$ cat src/rtl/coil_pkg.sv
// Shared definitions for the coil H-bridge PWM driver: FSM encoding,
// PWM period geometry and gate-vector bit positions.
package coil_pkg;

    typedef enum logic [1:0] {
        IDLE      = 2'd0,
        DEAD      = 2'd1,
        DRIVE_POS = 2'd2,
        DRIVE_NEG = 2'd3
    } state_t;

    localparam int PWM_SLOTS = 16;

    // Gate vector layout {P_HI, P_LO, N_HI, N_LO}
    localparam int G_P_HI = 3;
    localparam int G_P_LO = 2;
    localparam int G_N_HI = 1;
    localparam int G_N_LO = 0;

    function automatic logic is_drive(input state_t s);
        return (s == DRIVE_POS) || (s == DRIVE_NEG);
    endfunction

endpackage

$ cat src/rtl/coil_pwm_timebase.sv
// PWM timebase: prescale counter p and 16-slot counter c, with period
// boundary and first-cycle strobes.
module coil_pwm_timebase
    import coil_pkg::*;
#(
    parameter int PRESCALE = 8
) (
    input  logic       CLK_IN,
    input  logic       rst_n,
    input  logic       run,
    input  logic       clear,
    output logic [3:0] c,
    output logic       boundary,
    output logic       first
);

    localparam int PW = (PRESCALE > 1) ? $clog2(PRESCALE) : 1;
    localparam logic [PW-1:0] P_LAST = PW'(PRESCALE - 1);
    localparam logic [3:0]    C_LAST = 4'(PWM_SLOTS - 1);

    logic [PW-1:0] p;

    always_ff @(posedge CLK_IN or negedge rst_n) begin
        if (!rst_n) begin
            p <= '0;
            c <= '0;
        end else if (clear) begin
            p <= '0;
            c <= '0;
        end else if (run) begin
            if (p == P_LAST) begin
                p <= '0;
                c <= c + 4'd1;
            end else begin
                p <= p + 1'b1;
            end
        end
    end

    assign boundary = run && (p == P_LAST) && (c == C_LAST);
    assign first    = run && (p == '0) && (c == '0);

endmodule

$ cat src/rtl/coil_pwm_driver.sv
// Coil H-bridge driver: amplitude -> PWM duty, current flag -> polarity,
// inputs shadowed at period boundaries, dead time on enable and reversal.
module coil_pwm_driver
    import coil_pkg::*;
#(
    parameter int PRESCALE  = 8,
    parameter int DEAD_TIME = 4
) (
    input  logic       CLK_IN,
    input  logic       rst_n,
    input  logic       enable,
    input  logic [3:0] amplitude,
    input  logic       positive_current,
    output logic       HB_P_HI,
    output logic       HB_P_LO,
    output logic       HB_N_HI,
    output logic       HB_N_LO,
    output logic       period_start,
    output logic       active
);

    localparam int DW = (DEAD_TIME > 1) ? $clog2(DEAD_TIME) : 1;
    localparam logic [DW-1:0] DEAD_LAST = DW'(DEAD_TIME - 1);

    state_t        state, state_n;
    logic [DW-1:0] dead_cnt;
    logic [3:0]    duty;
    logic          pol;
    logic          load_dead, latch_all, latch_duty;
    logic [3:0]    c;
    logic          boundary, first;
    logic          drive, tb_clear;
    logic [3:0]    gates_q, gates_n;

    assign drive    = is_drive(state);
    assign tb_clear = !enable || !drive;

    coil_pwm_timebase #(.PRESCALE(PRESCALE)) u_timebase (
        .CLK_IN   (CLK_IN),
        .rst_n    (rst_n),
        .run      (drive),
        .clear    (tb_clear),
        .c        (c),
        .boundary (boundary),
        .first    (first)
    );

    always_comb begin
        state_n    = state;
        load_dead  = 1'b0;
        latch_all  = 1'b0;
        latch_duty = 1'b0;
        if (!enable) begin
            state_n = IDLE;
        end else begin
            case (state)
                IDLE: begin
                    state_n   = DEAD;
                    load_dead = 1'b1;
                    latch_all = 1'b1;
                end
                DEAD: begin
                    if (dead_cnt == '0) state_n = pol ? DRIVE_POS : DRIVE_NEG;
                end
                DRIVE_POS, DRIVE_NEG: begin
                    if (boundary) begin
                        if (positive_current == pol) begin
                            latch_duty = 1'b1;
                        end else begin
                            state_n   = DEAD;
                            load_dead = 1'b1;
                            latch_all = 1'b1;
                        end
                    end
                end
                default: state_n = IDLE;
            endcase
        end
    end

    always_ff @(posedge CLK_IN or negedge rst_n) begin
        if (!rst_n) begin
            state    <= IDLE;
            dead_cnt <= '0;
            duty     <= '0;
            pol      <= 1'b0;
        end else begin
            state <= state_n;
            if (load_dead)                          dead_cnt <= DEAD_LAST;
            else if (!enable)                       dead_cnt <= '0;
            else if (state == DEAD && dead_cnt != '0) dead_cnt <= dead_cnt - 1'b1;
            if (latch_all) begin
                duty <= amplitude;
                pol  <= positive_current;
            end else if (latch_duty) begin
                duty <= amplitude;
            end
        end
    end

    // High side is on while the slot index is below the duty; the low side
    // of the opposite leg stays on for the whole drive period.
    always_comb begin
        gates_n = '0;
        case (state)
            DRIVE_POS: begin
                gates_n[G_P_HI] = (c < duty);
                gates_n[G_N_LO] = 1'b1;
            end
            DRIVE_NEG: begin
                gates_n[G_N_HI] = (c < duty);
                gates_n[G_P_LO] = 1'b1;
            end
            default: gates_n = '0;
        endcase
    end

    always_ff @(posedge CLK_IN or negedge rst_n) begin
        if (!rst_n) begin
            gates_q      <= '0;
            period_start <= 1'b0;
            active       <= 1'b0;
        end else begin
            gates_q      <= gates_n;
            period_start <= first;
            active       <= drive;
        end
    end

    assign HB_P_HI = gates_q[G_P_HI];
    assign HB_P_LO = gates_q[G_P_LO];
    assign HB_N_HI = gates_q[G_N_HI];
    assign HB_N_LO = gates_q[G_N_LO];

endmodule

$ cat config.mk
export PLATFORM = sky130hd
export DESIGN_NAME = coil_pwm_driver
export DESIGN_NICKNAME = d
export VERILOG_FILES = /design/src/rtl/coil_pkg.sv /design/src/rtl/coil_pwm_timebase.sv /design/src/rtl/coil_pwm_driver.sv
export SDC_FILE = /design/constraint.sdc
export NUM_CORES = 1
export LEC_CHECK = 0
export CORE_MARGIN = 4
export CORE_UTILIZATION = 58
export CTS_CLUSTER_SIZE = 20
export DETAILED_ROUTE_END_ITERATION = 10
export PLACE_DENSITY = 0.86
export SETUP_SLACK_MARGIN = 0.3
export SYNTH_ARGS = -nofsm -noshare
export SYNTH_HDL_FRONTEND = slang
export SYNTH_SLANG_ARGS = --single-unit
$ cat constraint.sdc
create_clock -name CLK_IN -period 2.8 [get_ports CLK_IN]
set_input_delay 0.42 -clock CLK_IN [delete_from_list [all_inputs] [get_ports CLK_IN]]
set_output_delay 0.42 -clock CLK_IN [all_outputs]
set_load 0.02 [all_outputs]
==> out/qor.yml, run 1 <==
worstSetupStartpointType: "input pin"
timing.final.hold_violations: 0
max_stage_delay_ns: 0.75
setup_violations: 0
crit_fanout: 15
p_switching_mw: 0.340
io_buffers: 13
clk_path_buf_depth: 2
die_y_um: 53.9
antenna_found_initial: 0
syn2layout_area_growth_pct: 13.6
p_seq_share_pct: 47.8
drv_slew: 0
synth_cells: 118
finClkSkew_ns: 0.00684
final_cell_mix: "dfrtp_1, nor2b_1, clkdlybuf4s50_1"
netlist_top_cells_area: "dfrtp_1, ha_1, nor2b_1"
synth_area_leader_cell: "dfrtp_1"
firstDrtPassIters: 5
post-route-period-util_pct: 62.7
grt_setup_unrepaired: "no"
cts_hold_buf: 0
gp_congestion: 0.763
dp_hpwl_mm: 1.68
netlist_area_um2: 1220
arrival_ns: 1.96
ys.flop_type: "dfrtp_1"
initial_core_util_pct: 61.6
fp.coreArea_um2: 1980
slew_headroom_pct: 62.5
chipWidth_um: 53.9
htreeDepth: 1
path_cells: "clkdlybuf4s50_1, nor2b_1, a222oi_1, o311ai_1"
power_frac_clock_pct: 18.2
post-route-util_pct: 70.0
power_density_nw_per_um2: 697
intPower_mw: 0.627
yosysWarnings: 0
grtUsageTotal_pct: 20.1
status: "finished, final reports clean"
row_count: 16
critPathSlowestCell: "clkdlybuf4s50_1"
clkSinkCount: 22
switching_share_pct: 35.2
setup-tns-final_ns: 0
grt_pass1_vias: 932
synth-async-reset-ratio_pct: 100
ant_nets: 0
synthDistinctLibCells: 33
grt_pass1_wl_mm: 4.15
dr_total_vias: 954
cts_setup_buffers: 0
avgSynthCellArea_um2: 10.3
cts_resized: 0
critical_path_class: "in2reg"
layout.cells.most_common: "dfrtp_1"
routedWlPerCell_um: 14.9
ys_seq_elements: 22
min_period_ns: 1.76
grt_overflow: 0
drive_gt1_share_pct: 7.69
grt_max_degree: 23
seq_area_frac_synth_pct: 45.1
io_pins: 14
wl_mm: 2.34
cts_root_buf: "clkbuf_4"
drt_iter0_drc: 42
nets: 148
peakVddDrop_mv: 0.319
diodes: 0
clk_latency_ns: 0.31
cts_inserted_buffers: 3
p_leak_nw: 0.628
vias_per_cell: 6.08
worst_pin_slew_ns: 0.563
worstPathRequired_ns: 3.00
synth_top_area_share_pct: 45.1
synth_nets: 135
p_total_mw: 0.967
maxCapViolCount: 0
clk_pin_slew_ns: 0.13
cts_tree: "done"
crit_path_end_kind: "flip-flop"
synth_edf_count: 0
drc: 0
hp-class: "in2async"
share_comb_of_total_power_pct: 34.0
die_area_um2: 2900
fmax_ghz: 0.570
stage by stage:
step           hold slack [ns]  instance area [um^2]  std cells  setup slack, ns
6_report                 0.440                  1390        157             1.04
5_1_grt                  0.464                  1390        157            0.925
4_1_cts                  0.442                  1390        157             1.07
3_5_place_dp             0.479                  1350        153            0.749
3_3_place_gp             0.456                  1350        153            0.835
2_1_floorplan            0.124                  1220        118             1.34
cells by family (layout without fill, tap and decap cells):
family	after synthesis	count (layout)	synth area share (%)
xor gates and xnor gates	5	5	4.20
AOI/OAI and AO/OA	23	23	14.4
and+or+nand+nor	41	41	19.5
DFF	22	22	45.1
buffers and inverters	17	29	6.76
adders and majority gates	9	9	9.22
muxes	1	1	0.820
layer usage:
metal	part of all wire [%]	GRT usage [%]	up-vias
met5	0	0	-
met4	0.51	8.09	0
met3	6.7	3.60	2
met2	49	30.8	32
met1	44	27.8	473
li1	-	-	447
worst max-delay path: cells and delay by family:
| kind | cells | cell delay (ns) |
|---|---|---|
| buffers and inverters | 1 | 0.75 |
| AND/OR/NAND/NOR | 1 | 0.50 |
| AO/OA/AOI/OAI | 2 | 0.29 |
area by class of cell:
cell class | instances | area (um^2)
inverters | 11 | 41.3
multi-input cells | 79 | 588
clock buffers | 4 | 36.3
flip-flops and latches | 22 | 551
repair buffers | 14 | 138
fillers | 135 | 594
well taps | 27 | 33.8
power groups by stage:
stage / sequential, mW / combinational, mW / clock (mW)
floorplan: 0.454 / 0.243 / 0
global placement: 0.463 / 0.313 / 0
detailed placement: 0.468 / 0.328 / 0
CTS: 0.460 / 0.330 / 0.182
global route: 0.477 / 0.369 / 0.191
finish: 0.462 / 0.329 / 0.176
sequential cells by signal, indices dropped and copies added, names as in the netlist:
signal and count:
duty 4, gates_q 4, u_timebase.c 4, u_timebase.p 3
dead_cnt 2, state 2, active 1, period_start 1
pol 1
cell usage after synthesis, types with 2 or more instances:
library cell	instances
a21oi_1	3
a222oi_1	3
a31oi_1	3
and3_1	3
buf_4	2
clkbuf_1	3
dfrtp_1	22
ha_1	9
inv_1	11
nand2_1	7
nand2b_1	2
nand4_1	6
nor2_1	4
nor2b_1	14
o211ai_1	2
o21ai_0	3
o311ai_1	3
xnor2_1	2
xor2_1	2
path summary, 6_finish.rpt:
check	end	slack, ns	cells after the start	start
worst min register to register	u_timebase.p[0]$_DFFE_PN0P_	0.49	1	u_timebase.p[0]$_DFFE_PN0P_
worst max-delay path	duty[2]$_DFFE_PN0P_	1.04	4	enable
worst max register to register	state[1]$_DFFE_PN0P_	1.16	5	u_timebase.p[0]$_DFFE_PN0P_
min in group CLK_IN	u_timebase.p[0]$_DFFE_PN0P_	0.49	1	u_timebase.p[0]$_DFFE_PN0P_
worst min-delay path	gates_q[3]$_DFF_PN0_	0.44	2	rst_n
max in group asynchronous	dead_cnt[0]$_DFFE_PN0P_	2.14	2	rst_n
No activity file was read; power rests on OpenSTA's default activity.
==> run 2: changes to the inputs <==
CORE_UTILIZATION = 49   (was 58)
PLACE_DENSITY = 0.78   (was 0.86)
clock period = 1.53 ns   (was 2.8 ns; I/O delays follow)
==> run 2 against run 1 <==
Compared with the run above: combinational power grew to 2.6 times the previous value; worst hold slack got worse by 0.19 ns; final area is 16% higher; register-to-register slack worse by 1.0 ns; clock power rose by 49%; wire length grew 26%; clock-buffer cell count shrank 1; setup slack worse by 0.90 ns; core utilization rose by 0.14 points; critical path type is now reg2reg.
==> out/qor.yml, run 2 (synthesized netlist as in run 1, its figures left out) <==
initial_core_util_pct: 53.2  # -8.5 points
layout.cells.most_common: "buf_4"
status: "finished, final reports clean"
cts_root_buf: "clkbuf_4"
finalNonFillerCells: 178  # +13%
final_cell_mix: "buf_4, dfrtp_1, nor2b_1"
routedWlPerCell_um: 16.5  # +11%
crit_path_end_kind: "flip-flop"
wl_mm: 2.95  # +26%
antenna_found_initial: 0  # unchanged
reg2reg_from: "u_timebase.p[1]$_DFFE_PN0P_"
hold_ws_ns: 0.254  # -0.186 ns
arrival_ns: 1.59  # -0.37 ns
drive_gt1_share_pct: 37.3  # +30 points
syn2layout_area_growth_pct: 32.0
row_count: 17  # +1
ant_nets: 0  # unchanged
cts_hold_buf: 0  # unchanged
firstDrtPassIters: 4  # -1
reg2reg_depth: 5  # unchanged
fmax_ghz: 0.720
finClkSkew_ns: 0.00692  # +0.0000731 ns
dr_total_vias: 1054  # +10%
top_regs: "duty (4), gates_q (4), u_timebase.c (4)"
power_density_nw_per_um2: 1200  # +72%
io_pins: 14  # unchanged
post-route-util_pct: 70.2  # +0.14 points
grt_overflow: 0  # unchanged
worst_pin_slew_ns: 0.380  # -0.183 ns
dp_cells: 163  # +6.5%
cts_inserted_buffers: 3  # unchanged
worstPathRequired_ns: 1.74  # -1.26 ns
dp_hpwl_mm: 1.89  # +12%
gp_congestion: 0.822  # +7.7%
grt_setup_unrepaired: "yes"
drt_iter0_drc: 52  # +24%
post-route-period-util_pct: 90.8
diodes: 0  # unchanged
drv_slew: 0  # unchanged
maxCapViolCount: 0  # unchanged
drc: 0  # unchanged
slew_headroom_pct: 74.7  # +12 points
critical_path_class: "reg2reg"
timing.final.hold_violations: 0  # unchanged
placed_area_um2: 1440  # +6.5%
htreeDepth: 1  # unchanged
grt_max_degree: 23  # unchanged
finalInstanceArea_um2: 1610  # +16%
hp-class: "in2async"
grt_pass1_wl_mm: 4.62  # +11%
grt_pass1_vias: 1050  # +13%
clk_path_buf_depth: 2  # unchanged
nets: 169  # +14%
cts_tree: "done"
die_y_um: 57.9  # +7.5%
worstSetupStartpointType: "flip-flop"
crit_fanout: 5  # -10
r2r-end: "state[1]$_DFFE_PN0P_"
grtUsageTotal_pct: 17.9  # -2.1 points
fp.coreArea_um2: 2300  # +16%
p_leak_nw: 0.733  # +17%
min_period_ns: 1.39
rrSetupSlack_ns: 0.14  # -1.02 ns
die_area_um2: 3350  # +16%
peakVddDrop_mv: 0.690  # +120%
clk_latency_ns: 0.31  # about the same
chipWidth_um: 57.9  # +7.5%
clkSinkCount: 22  # unchanged
clk_pin_slew_ns: 0.12  # about the same
io_buffers: 13  # unchanged
vias_per_cell: 5.92  # -2.6%
setup_violations: 0  # unchanged
run 2: cell types whose count changed in the layout (fill, tap and decap cells not counted), sizes merged:
cell and delta:
and4 +1, buf +20, clkbuf +5, clkdlybuf4s50 -7
dlymetal6s2s +1
run 2: layout make-up:
type,count,area [um^2]
fill,176,686
multi-input combinational,80,681
sequential,22,558
timing repair buffer,34,274
inverter,11,41.3
tap,28,35.0
clock buffer,3,22.5
run 2: routing by layer:
metal | global-route usage [%] | vias up | part of all wire, %
li1 | - | 486 | -
met1 | 22.4 | 516 | 44
met2 | 28.5 | 44 | 47
met3 | 4.01 | 8 | 6.8
met4 | 9.93 | 0 | 2.6
met5 | 0 | - | 0
run 2: power breakdown:
part | internal, mW | switching [mW] | leakage (nW) | total (mW)
Combinational | 0.422 | 0.426 | 0.441 | 0.848
Sequential | 0.707 | 0.118 | 0.278 | 0.826
Clock | 0.0919 | 0.170 | 0.0138 | 0.262
Total | 1.22 | 0.714 | 0.733 | 1.94
run 2: worst max path at each step:
stage / startpoint / endpoint / slack (ns) / depth (start not counted)
2_1_floorplan: u_timebase.p[0]$_DFFE_PN0P_ / duty[1]$_DFFE_PN0P_ / 0.18 / 6
3_3_place_gp: enable / duty[0]$_DFFE_PN0P_ / 0.02 / 5
3_5_place_dp: enable / duty[2]$_DFFE_PN0P_ / -0.03 / 5
4_1_cts: u_timebase.p[0]$_DFFE_PN0P_ / pol$_DFFE_PN0P_ / 0.14 / 6
5_1_grt: u_timebase.p[1]$_DFFE_PN0P_ / state[1]$_DFFE_PN0P_ / 0.11 / 5
6_report: u_timebase.p[1]$_DFFE_PN0P_ / state[1]$_DFFE_PN0P_ / 0.14 / 5
run 2: critical path: stages (launching register included):
cell and delay (ns):
dfrtp_1 0.37, ha_2 0.20, ha_4 0.14, and4_4 0.26, a21oi_1 0.09, a31o_2 0.23
run 2: per-stage QoR:
| stage | setup TNS (ns) | setup slack (ns) | power [mW] |
|---|---|---|---|
| floorplan | 0 | 0.180 | 1.28 |
| global placement | 0 | 0.0171 | 1.49 |
| detailed placement | -0.0572 | -0.0268 | 1.52 |
| CTS | 0 | 0.137 | 1.84 |
| global route | 0 | 0.110 | 2.08 |
| finish | 0 | 0.141 | 1.94 |
run 2: what timing repair did:
action,4_1_cts,5_1_grt
buffers inserted,5,6
gates resized for setup,17,22
pin swaps,3,13
endpoints found under the setup margin,19,21
cloned,1,0
